<file path="src/rtl/timer_ctrl.sv">
// -----------------------------------------------------------------------------
// timer_ctrl
//   Memory-mapped controller for the 64-bit tick counter. It generates the
//   counter increment strobe through a programmable prescaler, compares the
//   counter against a 64-bit compare value and raises a pending interrupt on
//   match. In periodic mode it reloads the counter to zero by taking over the
//   counter's single write port for two cycles (low word, then high word).
//
//   Register map (relative to BASE_ADDR):
//     +0x0  CTRL    [0] EN, [1] MODE (1 = periodic), [2] IE, [15:8] PSC
//     +0x4  CMP_LO  compare value bits [31:0]
//     +0x8  CMP_HI  compare value bits [63:32]
//     +0xC  STATUS  [0] PEND, write 1 to clear
//     +0x10 SNAP    counter high word latched on a read of CNT_LO_ADDR
//                   (only with TIMER_CTRL_SNAPSHOT_EN defined, otherwise 0)
//
//   Ports:
//     clk, rst            clock, synchronous active-high reset
//     addr/wr_en/wdata    CPU store/load path
//     rdata               combinational read data for controller registers
//     cpu_ready           low while the reload sequence owns the counter port
//     cnt                 current counter value
//     cnt_en              counter increment strobe
//     ctr_addr/ctr_wr_en/ctr_wdata  counter write port (CPU path or reload)
//     irq                 STATUS.PEND & CTRL.IE
//
//   Optional feature macro: TIMER_CTRL_SNAPSHOT_EN
// -----------------------------------------------------------------------------
module timer_ctrl #(
    parameter logic [31:0] BASE_ADDR   = 32'h2000_0010,
    parameter logic [31:0] CNT_LO_ADDR = 32'h2000_0004,
    parameter logic [31:0] CNT_HI_ADDR = 32'h2000_0008
) (
    input  logic        clk,
    input  logic        rst,
    input  logic [31:0] addr,
    input  logic        wr_en,
    input  logic [31:0] wdata,
    output logic [31:0] rdata,
    output logic        cpu_ready,
    input  logic [63:0] cnt,
    output logic        cnt_en,
    output logic [31:0] ctr_addr,
    output logic        ctr_wr_en,
    output logic [31:0] ctr_wdata,
    output logic        irq
);

    localparam logic [31:0] A_CTRL = BASE_ADDR;
    localparam logic [31:0] A_CMPL = BASE_ADDR + 32'h4;
    localparam logic [31:0] A_CMPH = BASE_ADDR + 32'h8;
    localparam logic [31:0] A_STAT = BASE_ADDR + 32'hC;
    localparam logic [31:0] A_SNAP = BASE_ADDR + 32'h10;

    typedef enum logic [1:0] {IDLE, RUN, RLD_LO, RLD_HI} state_t;

    state_t      state_q, state_d;
    logic        en_q, en_d, mode_q, mode_d, ie_q, ie_d;
    logic [7:0]  psc_q, psc_d;
    logic [7:0]  pcnt_q, pcnt_d;
    logic [63:0] cmp_q, cmp_d;
    logic        pend_q, pend_d;
    logic [31:0] snap_rd;

    // Reset overrides the reload state combinationally so the port mux
    // returns to the CPU path in the same cycle reset is asserted.
    logic in_rld, running, cpu_we;
    logic wr_ctrl, wr_cmpl, wr_cmph, wr_stat;
    logic match, tick;

    assign in_rld  = !rst && (state_q == RLD_LO || state_q == RLD_HI);
    assign running = !rst && (state_q == RUN);
    assign cpu_we  = wr_en && !in_rld;
    assign wr_ctrl = cpu_we && (addr == A_CTRL);
    assign wr_cmpl = cpu_we && (addr == A_CMPL);
    assign wr_cmph = cpu_we && (addr == A_CMPH);
    assign wr_stat = cpu_we && (addr == A_STAT);
    assign match   = running && (cnt >= cmp_q);
    assign tick    = running && (pcnt_q == psc_q);
    assign irq     = pend_q & ie_q;

    // ---------------- FSM: state register ----------------
    always_ff @(posedge clk) begin
        if (rst) state_q <= IDLE;
        else     state_q <= state_d;
    end

    // ---------------- FSM: next state ----------------
    always_comb begin
        state_d = state_q;
        unique case (state_q)
            IDLE:   if (wr_ctrl && wdata[0]) state_d = RUN;
            RUN: begin
                if (match) begin
                    // A concurrent EN=0 write cancels the reload.
                    if ((wr_ctrl && !wdata[0]) || !mode_q) state_d = IDLE;
                    else                                   state_d = RLD_LO;
                end else if (wr_ctrl && !wdata[0]) begin
                    state_d = IDLE;
                end
            end
            RLD_LO: state_d = RLD_HI;
            RLD_HI: state_d = RUN;
            default: state_d = IDLE;
        endcase
    end

    // ---------------- FSM: outputs ----------------
    always_comb begin
        cnt_en    = tick;
        cpu_ready = !in_rld;
        ctr_addr  = addr;
        ctr_wr_en = wr_en;
        ctr_wdata = wdata;
        if (in_rld) begin
            ctr_addr  = (state_q == RLD_LO) ? CNT_LO_ADDR : CNT_HI_ADDR;
            ctr_wr_en = 1'b1;
            ctr_wdata = 32'h0;
        end
    end

    // ---------------- register file next state ----------------
    always_comb begin
        en_d   = en_q;
        mode_d = mode_q;
        ie_d   = ie_q;
        psc_d  = psc_q;
        cmp_d  = cmp_q;
        pend_d = pend_q;
        if (wr_ctrl) begin
            en_d   = wdata[0];
            mode_d = wdata[1];
            ie_d   = wdata[2];
            psc_d  = wdata[15:8];
        end
        if (match && !mode_q) en_d = 1'b0;
        if (wr_cmpl) cmp_d[31:0]  = wdata;
        if (wr_cmph) cmp_d[63:32] = wdata;
        // Set has priority over a same-cycle write-1-to-clear.
        if (match)                    pend_d = 1'b1;
        else if (wr_stat && wdata[0]) pend_d = 1'b0;
        // Prescale count only advances in RUN; it restarts after a reload
        // and on every CTRL write.
        if (wr_ctrl || state_q != RUN) pcnt_d = 8'd0;
        else if (tick)                 pcnt_d = 8'd0;
        else                           pcnt_d = pcnt_q + 8'd1;
    end

    always_ff @(posedge clk) begin
        if (rst) begin
            en_q   <= 1'b0;
            mode_q <= 1'b0;
            ie_q   <= 1'b0;
            psc_q  <= 8'd0;
            cmp_q  <= '1;
            pend_q <= 1'b0;
            pcnt_q <= 8'd0;
        end else begin
            en_q   <= en_d;
            mode_q <= mode_d;
            ie_q   <= ie_d;
            psc_q  <= psc_d;
            cmp_q  <= cmp_d;
            pend_q <= pend_d;
            pcnt_q <= pcnt_d;
        end
    end

`ifdef TIMER_CTRL_SNAPSHOT_EN
    // Reading the low word freezes the high word so software sees a
    // coherent 64-bit value.
    logic [31:0] snap_q;
    always_ff @(posedge clk) begin
        if (rst)                                 snap_q <= 32'h0;
        else if (!wr_en && addr == CNT_LO_ADDR)  snap_q <= cnt[63:32];
    end
    assign snap_rd = snap_q;
`else
    assign snap_rd = 32'h0;
`endif

    // ---------------- read mux ----------------
    always_comb begin
        rdata = 32'h0;
        case (addr)
            A_CTRL: rdata = {16'h0, psc_q, 5'h0, ie_q, mode_q, en_q};
            A_CMPL: rdata = cmp_q[31:0];
            A_CMPH: rdata = cmp_q[63:32];
            A_STAT: rdata = {31'h0, pend_q};
            A_SNAP: rdata = snap_rd;
            default: rdata = 32'h0;
        endcase
    end

endmodule

</file>
<file path="config.mk">
export PLATFORM = sky130hd
export DESIGN_NAME = timer_ctrl
export DESIGN_NICKNAME = d
export VERILOG_FILES = /design/src/rtl/timer_ctrl.sv
export SDC_FILE = /design/constraint.sdc
export NUM_CORES = 1
export LEC_CHECK = 0
export CAP_MARGIN = 20
export CORE_ASPECT_RATIO = 1.2
export CORE_UTILIZATION = 48
export DETAILED_ROUTE_END_ITERATION = 7
export GPL_TIMING_DRIVEN = 0
export MAX_ROUTING_LAYER = met4
export PLACE_DENSITY = 0.91
export SYNTH_ARGS = -nofsm -noshare
export SYNTH_HDL_FRONTEND = slang
export SYNTH_SLANG_ARGS = --single-unit
</file>
<file path="constraint.sdc">
create_clock -name clk -period 7.05 [get_ports clk]
set_input_delay 1.41 -clock clk [delete_from_list [all_inputs] [get_ports clk]]
set_output_delay 1.41 -clock clk [all_outputs]
set_load 0.03 [all_outputs]
</file>
==> run_results.csv <==
group,metric,value,unit
synth,yosysWarnings,0,
placement,portBuffers,229,
outcome,status,"finished, final reports clean",
placement,dpl-instance-area,8330,sq um
clock_network,clk_latency,340,ps
synth,yosysSeqAreaShare,29.5,%
worst_hold_path,hp-class,"reg -> reg",
critical_path,r2r-end,"state_q[0]",
routing,routedWlPerCell,17.5,um
final_layout,multi_input_area,3660,sq um
floorplanning,num_rows,43,
routing,vias,6282,
grt,grt_pass1_wl,30.4,mm
critical_path,criticalPathCategory,"in -> out",
timing,slew_viol_final,0,
clock_network,clockRootBuffer,"clkbuf_16",
grt,grt_max_degree,16,
clock_network,cts_buffers,9,
floorplanning,die_h,123,um
synth,synth_most_common_cell,"dfxtp_1",
worst_hold_path,min_path_cells,2,
timing,hold_viol,0,
final_layout,seq_area,1720,sq um
synth,synth_fp_nets,927,
synth,synth_seq_cells,86,
timing,finalCritPeriodShare,84.8,%
timing,grt_setup_unrepaired,"no",
clock_network,cts_buffer_depth,2,
final_layout,fin_nets,1167,
final_layout,fillers,887,
critical_path,critPathMaxFanout,10,
critical_path,critPathCaptureType,"primary output",
clock_network,htreeDepth,3,
synth,syn_area_per_cell,8.04,sq um
routing,totalWireLength,19.8,mm
synth,ys_types,46,
routing,post-route-drc-count,0,
clock_network,post_cts_buffers,0,
floorplanning,die_w,103,um
critical_path,cp.required,5640,ps
clock_network,cts_resized,0,
critical_path,r2r-start,"cmp_q[33]",
clock_network,cts.sinks,86,
power,power.leakage,3.91,nW
floorplanning,initial_core_util,49.8,%
final_layout,syn_to_final_growth,47.7,%
floorplanning,fp.dieArea,12600,sq um
routing,drt_iter0_markers,295,
power,vdd_drop_max,0.000114,V
routing,dr.pass1.iters,5,
synth,synth_area,5840,sq um
placement,routabilityCongestion,0.963,
critical_path,r2r_cells,9,
synth,synth_top_area_share,29.5,%
floorplanning,core,11700,sq um
timing,worst_pin_slew,720,ps
synth,ys.flop_type,"dfxtp_1",
final_layout,design_area,8630,sq um
flow_run,drv_cap,0,
clock_network,tritoncts,"built",
timing,fin_skew,4.96,ps
synth,synthTopCellsByArea,"dfxtp_1 29%, ha_1 15%, a211o_1 9.6%, and2_1 6.7%, nor2_1 5.5%",
clock_network,path_clk_slew,60,ps
critical_path,critPathArrivalTime,4570,ps
synth,netlist_instances,727,
synth,yosys.area.top_type,"dfxtp_1",
final_layout,drive_gt1_share,4.01,%
timing,min_period,5980,ps
placement,dp_hpwl,15.4,mm
synth,synth_commonest_cells,"86 x dfxtp_1, 85 x nor2_1, 69 x ha_1, 69 x inv_1, 64 x a211o_1",
routing,viasPerCell,5.56,
power,p_per_area,170,nW/um^2
timing,relSlewSlack,52.0,%
critical_path,crit_start,"addr[27]",
routing,antenna_left,0,
grt,grt_usage,32.8,%
timing,fin_setup_tns,0,ps
worst_hold_path,min_from,"ie_q",
worst_hold_path,hold_path_end,"ie_q",
final_layout,antenna_cells,0,
critical_path,reg2reg_slack,4300,ps
timing,setup_viol,0,
clock_network,hold_buffers,0,
synth,postSynth.asyncResetShare,0,%
timing,max_freq,167,MHz
critical_path,startpoint_type,"input port",
grt,antenna_found_initial,0,
grt,overflow,0,
floorplanning,ios,231,
synth,synth_edf_count,0,
grt,grt_pass1_vias,6225,
kinds of logic after synthesis:
group / share of synthesized area [%]
buf+inv: 7.82
fa+ha+maj: 14.8
simple gates: 22.5
mux: 0.385
compound gates: 22.9
xor+xnor: 2.10
flops: 29.5
cell type report:
cell class                 count  area share, %
buffer                        42           2.29
clock buffer                   9           2.61
clock inverter                 7          0.841
inverter                      69           3.00
multi-input combinational    530           42.5
sequential                    86           20.0
tap                          157           2.28
timing repair buffer         229           26.6
layer usage:
metal / track usage, % / vias up / wire [um] / part of all wire (%)
li1: - / 3034 / - / -
met3: 5.87 / 67 / 1480 / 7.4
met1: 36.7 / 2869 / 7690 / 39
met5: - / - / 0 / 0
met4: 16.3 / 0 / 811 / 4.1
met2: 55.5 / 312 / 9840 / 50
flip-flops by register name (all words and copies together), names as in the netlist:
name / cells
state_q: 2
ie_q: 1
cmp_q: 64
pend_q: 1
pcnt_q: 8
psc_q: 8
mode_q: 1
en_q: 1
worst max-delay path, cell delays in order:
cell	delay, ps
clkdlybuf4s50_1	460
nor4b_2	300
nand4_1	320
nor3_2	320
and2_1	160
buf_2	170
clkbuf_1	440
a22o_1	280
clkdlybuf4s50_1	700
placed cells by master (no fill, tap or decap), drive strengths merged, types with 12 or more instances in the layout:
| cell | Yosys | routed |
|---|---|---|
| buf | 15 | 15 |
| o21ai | 23 | 23 |
| ha | 69 | 69 |
| clkbuf | 27 | 36 |
| nor2 | 85 | 85 |
| nand2 | 52 | 52 |
| xor2 | 12 | 12 |
| a21oi | 39 | 39 |
| clkdlybuf4s50 | 0 | 229 |
| a211o | 64 | 64 |
| and2 | 63 | 63 |
| a22o | 22 | 22 |
| inv | 69 | 71 |
| dfxtp | 86 | 86 |
metrics by stage:
step | total power [mW] | instances | hold slack [ps] | util (%) | setup slack, ps
finish | 1.46 | 1129 | 487 | 73.6 | 1070
global route | 1.52 | 1129 | 525 | 73.6 | 819
CTS | 1.47 | 1129 | 487 | 73.6 | 1090
detailed placement | 0.980 | 1113 | 478 | 71.0 | 1110
global placement | 0.975 | 1113 | 457 | 71.0 | 1190
floorplan | 0.750 | 727 | 444 | - | 2250
how the worst max path moves through the flow:
stage          cells past startpoint         to  slack (ps)
2_1_floorplan                      6  rdata[10]        2250
5_1_grt                            8  rdata[14]         820
4_1_cts                            9  rdata[18]        1090
3_5_place_dp                       9  rdata[18]        1110
3_3_place_gp                       8  rdata[14]        1190
6_report                           9  rdata[18]        1070
report_power, final:
| part | switching, mW | leakage, nW | internal, mW |
|---|---|---|---|
| clock network | 0.211 | 0.142 | 0.276 |
| logic | 0.258 | 3.07 | 0.223 |
| registers | 0.00608 | 0.696 | 0.490 |
| total | 0.475 | 3.91 | 0.989 |
Power figures use the tool's default switching activity.
